File: src/rtl/rr_stream_mux.sv
// N-channel valid/ready stream mux with round-robin arbitration and a registered output beat.
// Optional packet lock (no interleaving of packets) is enabled by defining RR_STREAM_MUX_PKT_LOCK_EN.
module rr_stream_mux #(
  parameter int N = 4,
  parameter int W = 8,
  localparam int SRC_W = $clog2(N)
) (
  input  logic               clk,
  input  logic               rstn,
  input  logic [N-1:0]       s_valid,
  input  logic [N*W-1:0]     s_data,
  input  logic [N-1:0]       s_last,
  output logic [N-1:0]       s_ready,
  output logic               m_valid,
  output logic [W-1:0]       m_data,
  output logic               m_last,
  output logic [SRC_W-1:0]   m_src,
  input  logic               m_ready
);

  localparam logic [SRC_W-1:0] LAST_CH = SRC_W'(N - 1);

  logic [SRC_W-1:0] last_grant_r;
  logic [N-1:0]     cand_s;
  logic [N-1:0]     grant_s;
  logic [SRC_W-1:0] grant_idx_s;
  logic [SRC_W-1:0] scan_s;
  logic             grant_any_s;
  logic             load_en_s;
  logic [W-1:0]     sel_data_s;
  logic             sel_last_s;

`ifdef RR_STREAM_MUX_PKT_LOCK_EN
  logic             lock_r;
  logic [SRC_W-1:0] lock_ch_r;
`endif

  assign load_en_s = !m_valid || m_ready;
  assign s_ready   = grant_s & {N{load_en_s}};

  // Candidate set: while a packet is locked only its channel may compete.
  always_comb begin
    cand_s = s_valid;
`ifdef RR_STREAM_MUX_PKT_LOCK_EN
    if (lock_r) begin
      for (int i = 0; i < N; i++) begin
        cand_s[i] = s_valid[i] && (lock_ch_r == SRC_W'(i));
      end
    end else begin
      cand_s = s_valid;
    end
`endif
  end

  // Round-robin search from last_grant+1; wrap is an explicit compare so non-power-of-two N works.
  always_comb begin
    grant_s     = {N{1'b0}};
    grant_idx_s = {SRC_W{1'b0}};
    grant_any_s = 1'b0;
    scan_s      = last_grant_r;
    for (int k = 0; k < N; k++) begin
      if (scan_s == LAST_CH) begin
        scan_s = {SRC_W{1'b0}};
      end else begin
        scan_s = scan_s + SRC_W'(1);
      end
      if (!grant_any_s && cand_s[scan_s]) begin
        grant_any_s = 1'b1;
        grant_idx_s = scan_s;
      end else begin
        grant_any_s = grant_any_s;
      end
    end
    if (grant_any_s) begin
      grant_s[grant_idx_s] = 1'b1;
    end else begin
      grant_s = {N{1'b0}};
    end
  end

  // Payload of the granted channel.
  always_comb begin
    sel_data_s = {W{1'b0}};
    sel_last_s = 1'b0;
    for (int i = 0; i < N; i++) begin
      if (grant_idx_s == SRC_W'(i)) begin
        sel_data_s = s_data[i*W +: W];
        sel_last_s = s_last[i];
      end else begin
        sel_data_s = sel_data_s;
        sel_last_s = sel_last_s;
      end
    end
  end

  // Output register, round-robin pointer and packet lock.
  always_ff @(posedge clk or negedge rstn) begin
    if (!rstn) begin
      m_valid      <= 1'b0;
      m_data       <= {W{1'b0}};
      m_last       <= 1'b0;
      m_src        <= {SRC_W{1'b0}};
      last_grant_r <= LAST_CH;
`ifdef RR_STREAM_MUX_PKT_LOCK_EN
      lock_r       <= 1'b0;
      lock_ch_r    <= {SRC_W{1'b0}};
`endif
    end else if (load_en_s) begin
      if (grant_any_s) begin
        m_valid      <= 1'b1;
        m_data       <= sel_data_s;
        m_last       <= sel_last_s;
        m_src        <= grant_idx_s;
        last_grant_r <= grant_idx_s;
`ifdef RR_STREAM_MUX_PKT_LOCK_EN
        lock_r       <= !sel_last_s;
        lock_ch_r    <= grant_idx_s;
`endif
      end else begin
        m_valid <= 1'b0;
      end
    end else begin
      m_valid <= m_valid;
    end
  end

endmodule

File: config.mk
export PLATFORM = sky130hd
export DESIGN_NAME = rr_stream_mux
export DESIGN_NICKNAME = d
export VERILOG_FILES = /design/src/rtl/rr_stream_mux.sv
export SDC_FILE = /design/constraint.sdc
export NUM_CORES = 1
export LEC_CHECK = 0
export ABC_AREA = 1
export BUFFER_PORTS_ARGS = -buffer_cell sky130_fd_sc_hd__buf_2
export CAP_MARGIN = 0
export CORE_MARGIN = 2
export CORE_UTILIZATION = 25
export DETAILED_ROUTE_END_ITERATION = 16
export PLACE_DENSITY = 0.48
export SLEW_MARGIN = 20
export SYNTH_ARGS = -nofsm -noshare
export SYNTH_HDL_FRONTEND = slang
export SYNTH_SLANG_ARGS = --single-unit
File: constraint.sdc
create_clock -name clk -period 3.6 [get_ports clk]
set_input_delay 0.36 -clock clk [delete_from_list [all_inputs] [get_ports clk]]
set_output_delay 0.36 -clock clk [all_outputs]
set_load 0.05 [all_outputs]
Word-level counts from Yosys, hierarchy flattened
Cells that the tools add are included. Widths: inputs -> output; s select.

Bits in registers: 14. Bits of input ports: 43. Output and inout bits: 16. Logic and storage cells: 66.

Bitwise gates (word level): 1. Reduce and logical (&&, ||, !) cells: 11. Add/subtract/negate cells: 4. Muxes and demuxes: 32. $lt $le $gt $ge: 6. Equal/unequal tests: 7.

Operator list (count): $mux 8 (4); $mux 2 (8); $lt 2x3->1 const B (5); $mux 1 (14); $eq 2x2->1 const B (6); $add 2x1->2 const B (4); $bmux 1 s2 (4); $and 4x4->4 (1); $logic_and 1x1->1 (4); $logic_not 1->1 (4); $mux 4 (1); $demux 1 s2 (1); $eq 2x1->1 const B (1); $ge 2x1->1 const B (1); $logic_not 2->1 (1); $reduce_and 2->1 (1); $logic_or 1x1->1 (1).

Logic depth before layout (Yosys ltp)
Gate-level depths: netlist of run 1.

Depth in word-level cells: 20. Gate-level depth with buffers: 17. Mapped depth without buffers: 16.

Worst setup path after synthesis of run 1
Ideal clock, no wire load.

Path type: register to output. Start: reg last_grant_r[0]. End: out s_ready[0]. Setup slack: 0.422 ns. Path buffers: 0. Stages on the path, launching flop included: 11. Arrival: 2.818 ns. Data required time: 3.240 ns. Path through: dfstp_2 -> ha_1 -> o21ai_1 -> nand2_1 -> nand2_1 -> nand2_2 -> nand2_2 -> nor2_2 -> a31oi_4 -> inv_1 -> nor3_1.

Cells in the longest elaborated chain, start to end: 20. Elaborated cells between the ends (all ways): 41. Classes of those cells: add/sub (4); order compare (2); eq/ne (4); mux (23); bitwise (1); reduce/logical (7).

Ends and longest elaborated chain: from (decl) (RTL line 23) `logic [SRC_W-1:0] last_grant_r;`; from (signal assigned) (RTL line 114) `last_grant_r <= grant_idx_s;`; $add 2x1->2 / $eq 2x2->1 (equally long branches) (RTL line 65, 62); $mux 2 (*) (RTL line 62) `if (scan_s == LAST_CH) begin`; parallel branches: the longest is 16 deep, another holds $lt 2x3->1; $mux 4 (*) (RTL line 74) `if (grant_any_s) begin`; $and 4x4->4 (*) (RTL line 39) `assign s_ready = grant_s & {N{load_en_s}};`; to (decl) (RTL line 13) `output logic [N-1:0] s_ready,`.

Mark *: on every way between the ends. The select of a mux whose other input is x is not followed.

Worst setup path after layout of run 1
Start: reg last_grant_r[0]. End: out s_ready[3].

Same word-level chain as after synthesis.

==> impl_results.md, run 1 <==
- Status: complete, no violations
- Worst setup SP type: register
- Drt total wl: 3.601 mm
- First-pass GRT wire length: 5.947 mm
- Die Span Y: 74.92 um
- Ys Warns: 0
- Routed Antenna Nets: 0
- Sequential cell area: 352.8 um2
- GR Overflow Total: 0
- Clock buffer depth: 2
- # clock sinks: 14
- # IOs: 59
- Root Driver: clkbuf_8
- Worst r2r src: last_grant_r[0]
- Antenna violations before repair: 0
- Detailed-placement wirelength estimate: 2.876 mm
- Std-Cell Rows: 25
- Register bit total from synthesis: 14
- Initial DRC count: 66
- Initial Util: 26.27%
- Fin nets: 296
- Largest net degree at the start of global routing: 22
- Rel. slew slack: 72.99%
- Slew Limit Fails: 0
- RSZ-0062 raised after global routing: no
- GPL Wtd Cong: 0.7730
- FMAX: 304.3 MHz
- Wire length per cell: 11.32 um
- RR Endpoint: m_last
- Syn Area/Cell: 6.482 um2
- Chip width: 74.92 um
- Reg2Reg Setup Slack: 940 ps
- Vias in the first global route: 1,330
- Clk pin slew, worst setup/hold paths: 60 ps
- DRC viols: 0
- TritonRoute pass-1 iters: 4
- Met2 Track Usage GR: 22.12%
- Global-route met1 utilization: 18.48%
- Crit path DAT: 2930 ps
- WS Path Type: register to output port
- Skew final: 0.6307 ps
- Routed vias: 1,393
- Hold_buf cts: 0
- Final hold vios: 0
- Required time worst endpoint: 3240 ps
- Post-synth ARST share: 100.0%
- Maxcap violations: 0
- DP Area: 1594 um2
- Post-CTS setup buffer count: 0
- Number of synthesized flops with an enable pin: 0
- GRT met3 Usage: 2.008%
- R2R cell count: 12
- Min Clock Period, post-route: 3286 ps
- Share of cells above drive strength 1: 34.26%
- Post-Syn Instances: 194
- Setup violators final: 0
- Fillers: 553
- CTS buffer count: 3
- Most utilized layer in the global route result: met2
- Syn Nets: 238
- Via density: 4.381
- Synthesized area: 1257 um2
- Area leader, netlist: dfrtp_1
- Antenna cells: 0
- Design area: 1652 um2
- Clock Latency Late Sink: 240 ps
- Port Buffer Count: 58
- Fin crit share: 91.27%
- Htree depth: 1
- Area of the multi-input gates: 813.3 um2
- Synth unique cells: 26
- Yosys top cell area share: 23.88%
- Area Growth Syn to Fin: 31.34%
- Core box area: 4786 um2
- Largest cells by area after synthesis: dfrtp_1 24%, nand2_1 20%, nand3_1 15%
- CP endpoint kind: output port
- Die area: 5613 um2
- Worst hold slack: 9.368 ps
- Hold Path Class: input port to asynchronous set/reset pin
- Fin Setup TNS: 0 ps
- CTS tree: yes
- Slew @ Worst Pin: 403.7 ps
- Crit path max fanout: 11
- Synth Flop Type: dfrtp_1
- Gr usage total: 13.47%
- Sequential area share after synthesis: 28.06%
[logic make-up (layout without fill, tap and decap cells)]
logic type                 after synthesis  after routing  synth area share, %
AOI/OAI and AO/OA                       10             10                7.363
DFF                                     14             14                28.06
adders and majority gates                1              1               0.9949
buffers and inverters                   19             76                7.463
and+or+nand+nor                        150            150                56.12
[critical path, cell delays in order, from the launching register on]
cell and delay (ps):
dfstp_2 640, ha_1 360, inv_2 130, nand2_2 70, nand2_1 90, nand2_1 80, nand2_2 110, nand2_2 90
nor2_2 150, nand3_1 100, nand2_2 200, nand2_1 180, nor2_2 170, buf_2 290
[cell usage after synthesis, types with 2 or more instances]
library cell,instances
a21boi_1,3
buf_2,3
buf_6,2
dfrtp_1,12
dfstp_2,2
inv_1,11
inv_2,2
nand2_1,67
nand2_2,4
nand3_1,37
nand3_2,2
nand4_1,3
nor2_1,28
nor2_2,2
nor2_4,3
o21ai_0,2
o21ai_2,2
[how the worst max path moves through the flow]
stage | slack (ps) | from | endpoint | cells after the start
floorplan | 420 | last_grant_r[0] | s_ready[0] | 10
detailed placement | 440 | last_grant_r[0] | s_ready[3] | 13
CTS | 160 | last_grant_r[0] | s_ready[3] | 13
finish | 310 | last_grant_r[0] | s_ready[3] | 13
global placement | 510 | last_grant_r[0] | s_ready[3] | 13
global route | 70 | last_grant_r[0] | s_ready[3] | 12
[state kept, by name, summed over array words and instances (netlist names)]
| name | cells |
|---|---|
| last_grant_r | 2 |
| m_data | 8 |
| m_last | 1 |
| m_src | 2 |
| m_valid | 1 |
[area by class of cell]
type,count,share of cell area [%]
Clock buffer,4,3.333
Multi-Input combinational cell,161,49.24
Tap cell,67,5.076
Inverter,13,2.955
Sequential cell,14,21.36
Timing Repair Buffer,59,18.03
[repair_timing]
item / 4_1_cts / 5_1_grt
setup endpoints to repair: 0 / 2
resized for setup: 0 / 1
endpoints found under the hold margin: 0 / 0
[through the flow]
| step | util, % | worst slack [ps] | cells |
|---|---|---|---|
| floorplan | - | 421.7 | 194 |
| global placement | 33.31 | 506.2 | 314 |
| detailed placement | 33.31 | 435.8 | 314 |
| CTS | 34.46 | 159.0 | 318 |
| global route | 34.51 | 73.63 | 318 |
| finish | 34.51 | 314.2 | 318 |
[layer usage]
layer  vias up  share of wire (%)
met4         0               0.50
met1       612                 49
met3         2                6.1
met2        34                 45
met5         -                  0
li1        745                  -
[cells in the final DEF (no fill, tap or decap)]
master	instances
ha_1	1
buf_2	58
nand2_2	5
nor2_4	3
o21ai_2	2
a21oi_4	1
nor3_4	1
nand4_1	3
inv_1	11
a21boi_1	3
dfrtp_1	12
nand4_2	1
o21ai_0	2
inv_2	2
nor3_1	1
nand3_1	37
nor2_8	1
nor2_2	2
a31oi_4	1
buf_4	1
nand3_2	2
nand2_1	66
dfstp_2	2
clkbuf_8	4
o21ai_1	1
nor2_1	28
Power of run 1 is not shown: default switching activity piles up to over one toggle a cycle in this logic, so the estimate is an artifact.
==> inputs of run 2 (changes only) <==
--- a/config.mk
+++ b/config.mk
@@ -9,9 +9,11 @@
 export BUFFER_PORTS_ARGS = -buffer_cell sky130_fd_sc_hd__buf_2
 export CAP_MARGIN = 0
 export CORE_MARGIN = 2
-export CORE_UTILIZATION = 25
+export CORE_UTILIZATION = 50
 export DETAILED_ROUTE_END_ITERATION = 16
-export PLACE_DENSITY = 0.48
+export MAX_ROUTING_LAYER = met4
+export PLACE_DENSITY = 0.85
+export REMOVE_ABC_BUFFERS = 1
 export SLEW_MARGIN = 20
 export SYNTH_ARGS = -nofsm -noshare
 export SYNTH_HDL_FRONTEND = slang
==> run 2 against run 1 <==
Hold slack better by 280 ps. First-iteration DRC count fell by 55%. Clock skew rose by 3.5 ps. Worst setup slack lost 11 ps. Sequential share of layout area is 0.88 points higher. Cell area fell by 3.9%. Count of clock-buffer cells in the layout unchanged. Flip-flop and latch count unchanged. Die area shrank 48%. Register-to-register slack barely moved. Routed wire length down 15%. Maximum frequency down 0.32%. Critical endpoint unchanged.
==> impl_results.md, run 2 (synthesis results as in run 1) <==
- Status: complete, no violations
- GR Overflow Total: 0
- Setup violators final: 0
- WS Path Type: register to output port
- Top flop regs: m_data: 8 flops, last_grant_r: 2 flops, m_src: 2 flops
- Worst r2r src: last_grant_r[0]
- Required time worst endpoint: 3240 ps
- Core box area: 2432 um2
- CTS buffer count: 3
- Via density: 4.957
- Routed Antenna Nets: 0
- Fillers: 249
- Slew @ Worst Pin: 406.5 ps
- Reg with most FFs: m_data
- Vias in the first global route: 1,121
- Fin nets: 297
- Skew final: 4.163 ps
- Antenna violations before repair: 0
- # IOs: 59
- GRT met3 Usage: 2.222%
- Crit path DAT: 2940 ps
- Slew Limit Fails: 0
- First-pass GRT wire length: 4.560 mm
- Clock buffer depth: 2
- Antenna cells: 0
- Min Clock Period, post-route: 3296 ps
- Std-Cell Rows: 18
- Htree depth: 1
- Fin Setup TNS: 0 ps
- Initial Util: 51.70%
- Critical path endpoint: s_ready[3]
- Drt total wl: 3.060 mm
- Wire length per cell: 10.85 um
- Clk pin slew, worst setup/hold paths: 90 ps
- Most common cell after layout, fill and taps aside: nand2_1
- CP endpoint kind: output port
- Most utilized layer in the global route result: met2
- Initial DRC count: 30
- Detailed-placement wirelength estimate: 2.437 mm
- Clock Latency Late Sink: 280 ps
- Share of cells above drive strength 1: 33.73%
- Rel. slew slack: 72.80%
- Max reg flops: 8
- Port Buffer Count: 58
- # clock sinks: 14
- Gr usage total: 21.53%
- Crit path max fanout: 11
- RSZ-0062 raised after global routing: no
- CTS tree: yes
- GPL Wtd Cong: 0.9004
- Post-CTS setup buffer count: 0
- TritonRoute pass-1 iters: 11
- RR Endpoint: m_data[3]
- Global-route met1 utilization: 27.49%
- Worst setup SP type: register
- DRC viols: 0
- Fin crit share: 91.57%
- Commonest non-fill, non-tap cells in the layout: 66 x nand2_1, 58 x buf_2, 37 x nand3_1
- Area Growth Syn to Fin: 26.17%
- Reg2Reg Setup Slack: 950 ps
- Met2 Track Usage GR: 35.54%
- Hold Path Class: input port to register
- Maxcap violations: 0
- Die Span Y: 54.15 um
- Root Driver: clkbuf_4
- FMAX: 303.4 MHz
- Largest net degree at the start of global routing: 22
- Die area: 2932 um2
- R2R cell count: 12
- Chip width: 54.15 um
- Final hold vios: 0
- Routed vias: 1,398
- Setup crit start: last_grant_r[0]
[run 2: final cells by class]
type                            instances  area (um2)  share of cell area (%)
Sequential cell                        14       352.8                   22.24
Tap cell                               30       37.54                   2.366
Inverter                               13       48.80                   3.076
Multi-Input combinational cell        161       813.3                   51.26
Clock buffer                            4       26.28                   1.656
Timing Repair Buffer                   60       307.8                   19.40
[run 2: what timing repair did]
| item | in CTS | in global routing |
|---|---|---|
| hold endpoints to repair | 12 | 0 |
| setup endpoints to repair | 0 | 2 |
| hold buffers | 1 | 0 |
| gates resized for setup | 0 | 1 |
[run 2: worst min-delay path by stage]
stage | startpoint | end | slack, ps | depth (start not counted)
CTS | s_data[26] | m_data[2] | 290 | 3
global placement | rstn | m_data[1] | 280 | 1
floorplan | rstn | m_data[0] | 60 | 0
finish | s_data[26] | m_data[2] | 290 | 3
global route | m_ready | m_valid | 310 | 2
detailed placement | rstn | m_data[1] | 280 | 1
[run 2: critical path: stages, from the launching register on]
cell	delay, ps
dfstp_2	640
ha_1	360
inv_2	130
nand2_2	70
nand2_1	90
nand2_1	80
nand2_2	120
nand2_2	90
nor2_2	150
nand3_1	110
nand2_2	200
nand2_1	170
nor2_2	180
buf_2	290
[run 2: routing by layer]
metal  share of wire, %  vias to the layer above
met5                  0                        -
met4                1.1                        0
met3                5.8                        4
met2                 46                       41
met1                 47                      607
li1                   -                      746
[run 2: stage by stage]
step / cells / instance area (um2) / hold slack, ps / worst slack (ps) / utilization (%)
final: 282 / 1587 / 287.6 / 303.6 / 65.23
after global routing: 282 / 1587 / 310.6 / 51.01 / 65.23
after CTS: 282 / 1584 / 292.0 / 187.9 / 65.12
after detailed placement: 277 / 1548 / 275.7 / 489.6 / 63.63
after global placement: 277 / 1548 / 277.3 / 615.2 / 63.63
after floorplan: 188 / 1212 / 64.41 / 157.3 / -
Power of run 2 is left out for the same reason.
==> inputs of run 3 (changes only) <==
--- a/config.mk
+++ b/config.mk
@@ -11,7 +11,6 @@
 export CORE_MARGIN = 2
 export CORE_UTILIZATION = 50
 export DETAILED_ROUTE_END_ITERATION = 16
-export MAX_ROUTING_LAYER = met4
 export PLACE_DENSITY = 0.85
 export REMOVE_ABC_BUFFERS = 1
 export SLEW_MARGIN = 20
==> run 3 against run 2 <==
Non-clock buffer count stayed put. Clock skew is 0.66 ps lower. Flip-flop and latch count stayed put. Die area stayed put. Global-route usage is 0.59 points lower. Critical endpoint unchanged. Highest routed layer unchanged.
==> impl_results.md, run 3 (synthesis results as in run 1) <==
- Core box area: 2432 um2
- Initial Util: 51.70%
- Vias in the first global route: 1,122
- Hold Path Class: input port to register
- CTS buffer count: 3
- Commonest non-fill, non-tap cells in the layout: 66 x nand2_1, 58 x buf_2, 37 x nand3_1
- Skew final: 3.502 ps
- DRC viols: 0
- Setup crit start: last_grant_r[0]
- Setup violators final: 0
- Area Growth Syn to Fin: 26.17%
- Antenna cells: 0
- Htree depth: 1
- Worst r2r src: last_grant_r[0]
- Slew @ Worst Pin: 406.5 ps
- Detailed-placement wirelength estimate: 2.437 mm
- Clock Latency Late Sink: 280 ps
- # IOs: 59
- Die Span Y: 54.15 um
- Chip width: 54.15 um
- Final hold vios: 0
- GPL Wtd Cong: 0.8856
- First-pass GRT wire length: 4.554 mm
- Fin nets: 297
- Design area: 1587 um2
- DP Area: 1548 um2
- Routed Antenna Nets: 0
- Fin crit share: 91.53%
- Crit path DAT: 2940 ps
- Slew Limit Fails: 0
- RSZ-0062 raised after global routing: no
- Fin Setup TNS: 0 ps
- Wire length per cell: 10.89 um
- Maxcap violations: 0
- # clock sinks: 14
- Clk pin slew, worst setup/hold paths: 80 ps
- Util after Layout: 65.23%
- Status: complete, no violations
- Routed vias: 1,392
- Most common cell after layout, fill and taps aside: nand2_1
- Root Driver: clkbuf_4
- Gr usage total: 20.93%
- Crit path max fanout: 11
- Largest net degree at the start of global routing: 22
- Die area: 2932 um2
- Rel. slew slack: 72.81%
- Via density: 4.936
- FMAX: 303.5 MHz
- Clock buffer depth: 2
- Port Buffer Count: 58
- GR Overflow Total: 0
- Reg with most FFs: m_data
- Antenna violations before repair: 0
- Max reg flops: 8
- Top flop regs: m_data: 8 flops, last_grant_r: 2 flops, m_src: 2 flops
- Hold Crit Start: s_data[26]
- Share of cells above drive strength 1: 33.73%
- Initial DRC count: 31
- Worst setup SP type: register
- Std-Cell Rows: 18
- TritonRoute pass-1 iters: 10
- CTS tree: yes
- CP endpoint kind: output port
- Drt total wl: 3.070 mm
- Required time worst endpoint: 3240 ps
- WS Path Type: register to output port
- Min Clock Period, post-route: 3295 ps
run 3: cell counts in the layout (fill, tap and decap cells not counted):
Identical to the previous run, type by type.
run 3: per-stage QoR:
| stage | hold slack (ps) | setup WS [ps] | std cells |
|---|---|---|---|
| floorplan | 64.41 | 157.3 | 188 |
| global placement | 277.3 | 615.2 | 277 |
| detailed placement | 275.7 | 489.6 | 277 |
| CTS | 292.0 | 187.9 | 282 |
| global route | 310.6 | 51.01 | 282 |
| finish | 287.9 | 304.8 | 282 |
run 3: cell type report:
cell class	count	area, um2
Multi-Input combinational cell	161	813.3
Sequential cell	14	352.8
Fill cell	249	845.8
Inverter	13	48.80
Tap cell	30	37.54
Timing Repair Buffer	60	307.8
Clock buffer	4	26.28
run 3: timing repair:
item | 4_1_cts | 5_1_grt
endpoints found under the hold margin | 12 | 0
buffers inserted | 0 | 0
resized for setup | 0 | 1
hold buffers | 1 | 0
endpoints found under the setup margin | 0 | 2
run 3: final timing paths:
| kind | slack (ps) | to | cells past startpoint |
|---|---|---|---|
| worst max register to register | 940 | m_data[3] | 12 |
| worst min-delay path | 290 | m_data[2] | 3 |
| worst max-delay path | 300 | s_ready[3] | 13 |
| worst min register to register | 470 | m_src[0] | 2 |
| min in group asynchronous | 510 | m_data[1] | 2 |
| max in group asynchronous | 2790 | last_grant_r[0] | 2 |
run 3: metal layers:
metal,up-vias,global-route usage (%),share of wire [%]
li1,747,-,-
met1,602,27.49,47
met2,39,35.54,46
met3,4,2.222,5.8
met4,0,6.667,0.98
met5,-,0,0
run 3: critical path, stage by stage, from the launching register on:
cell	delay (ps)
dfstp_2	640
ha_1	360
inv_2	130
nand2_2	70
nand2_1	90
nand2_1	80
nand2_2	120
nand2_2	90
nor2_2	150
nand3_1	110
nand2_2	200
nand2_1	170
nor2_2	180
buf_2	290
Power of run 3 is left out for the same reason.
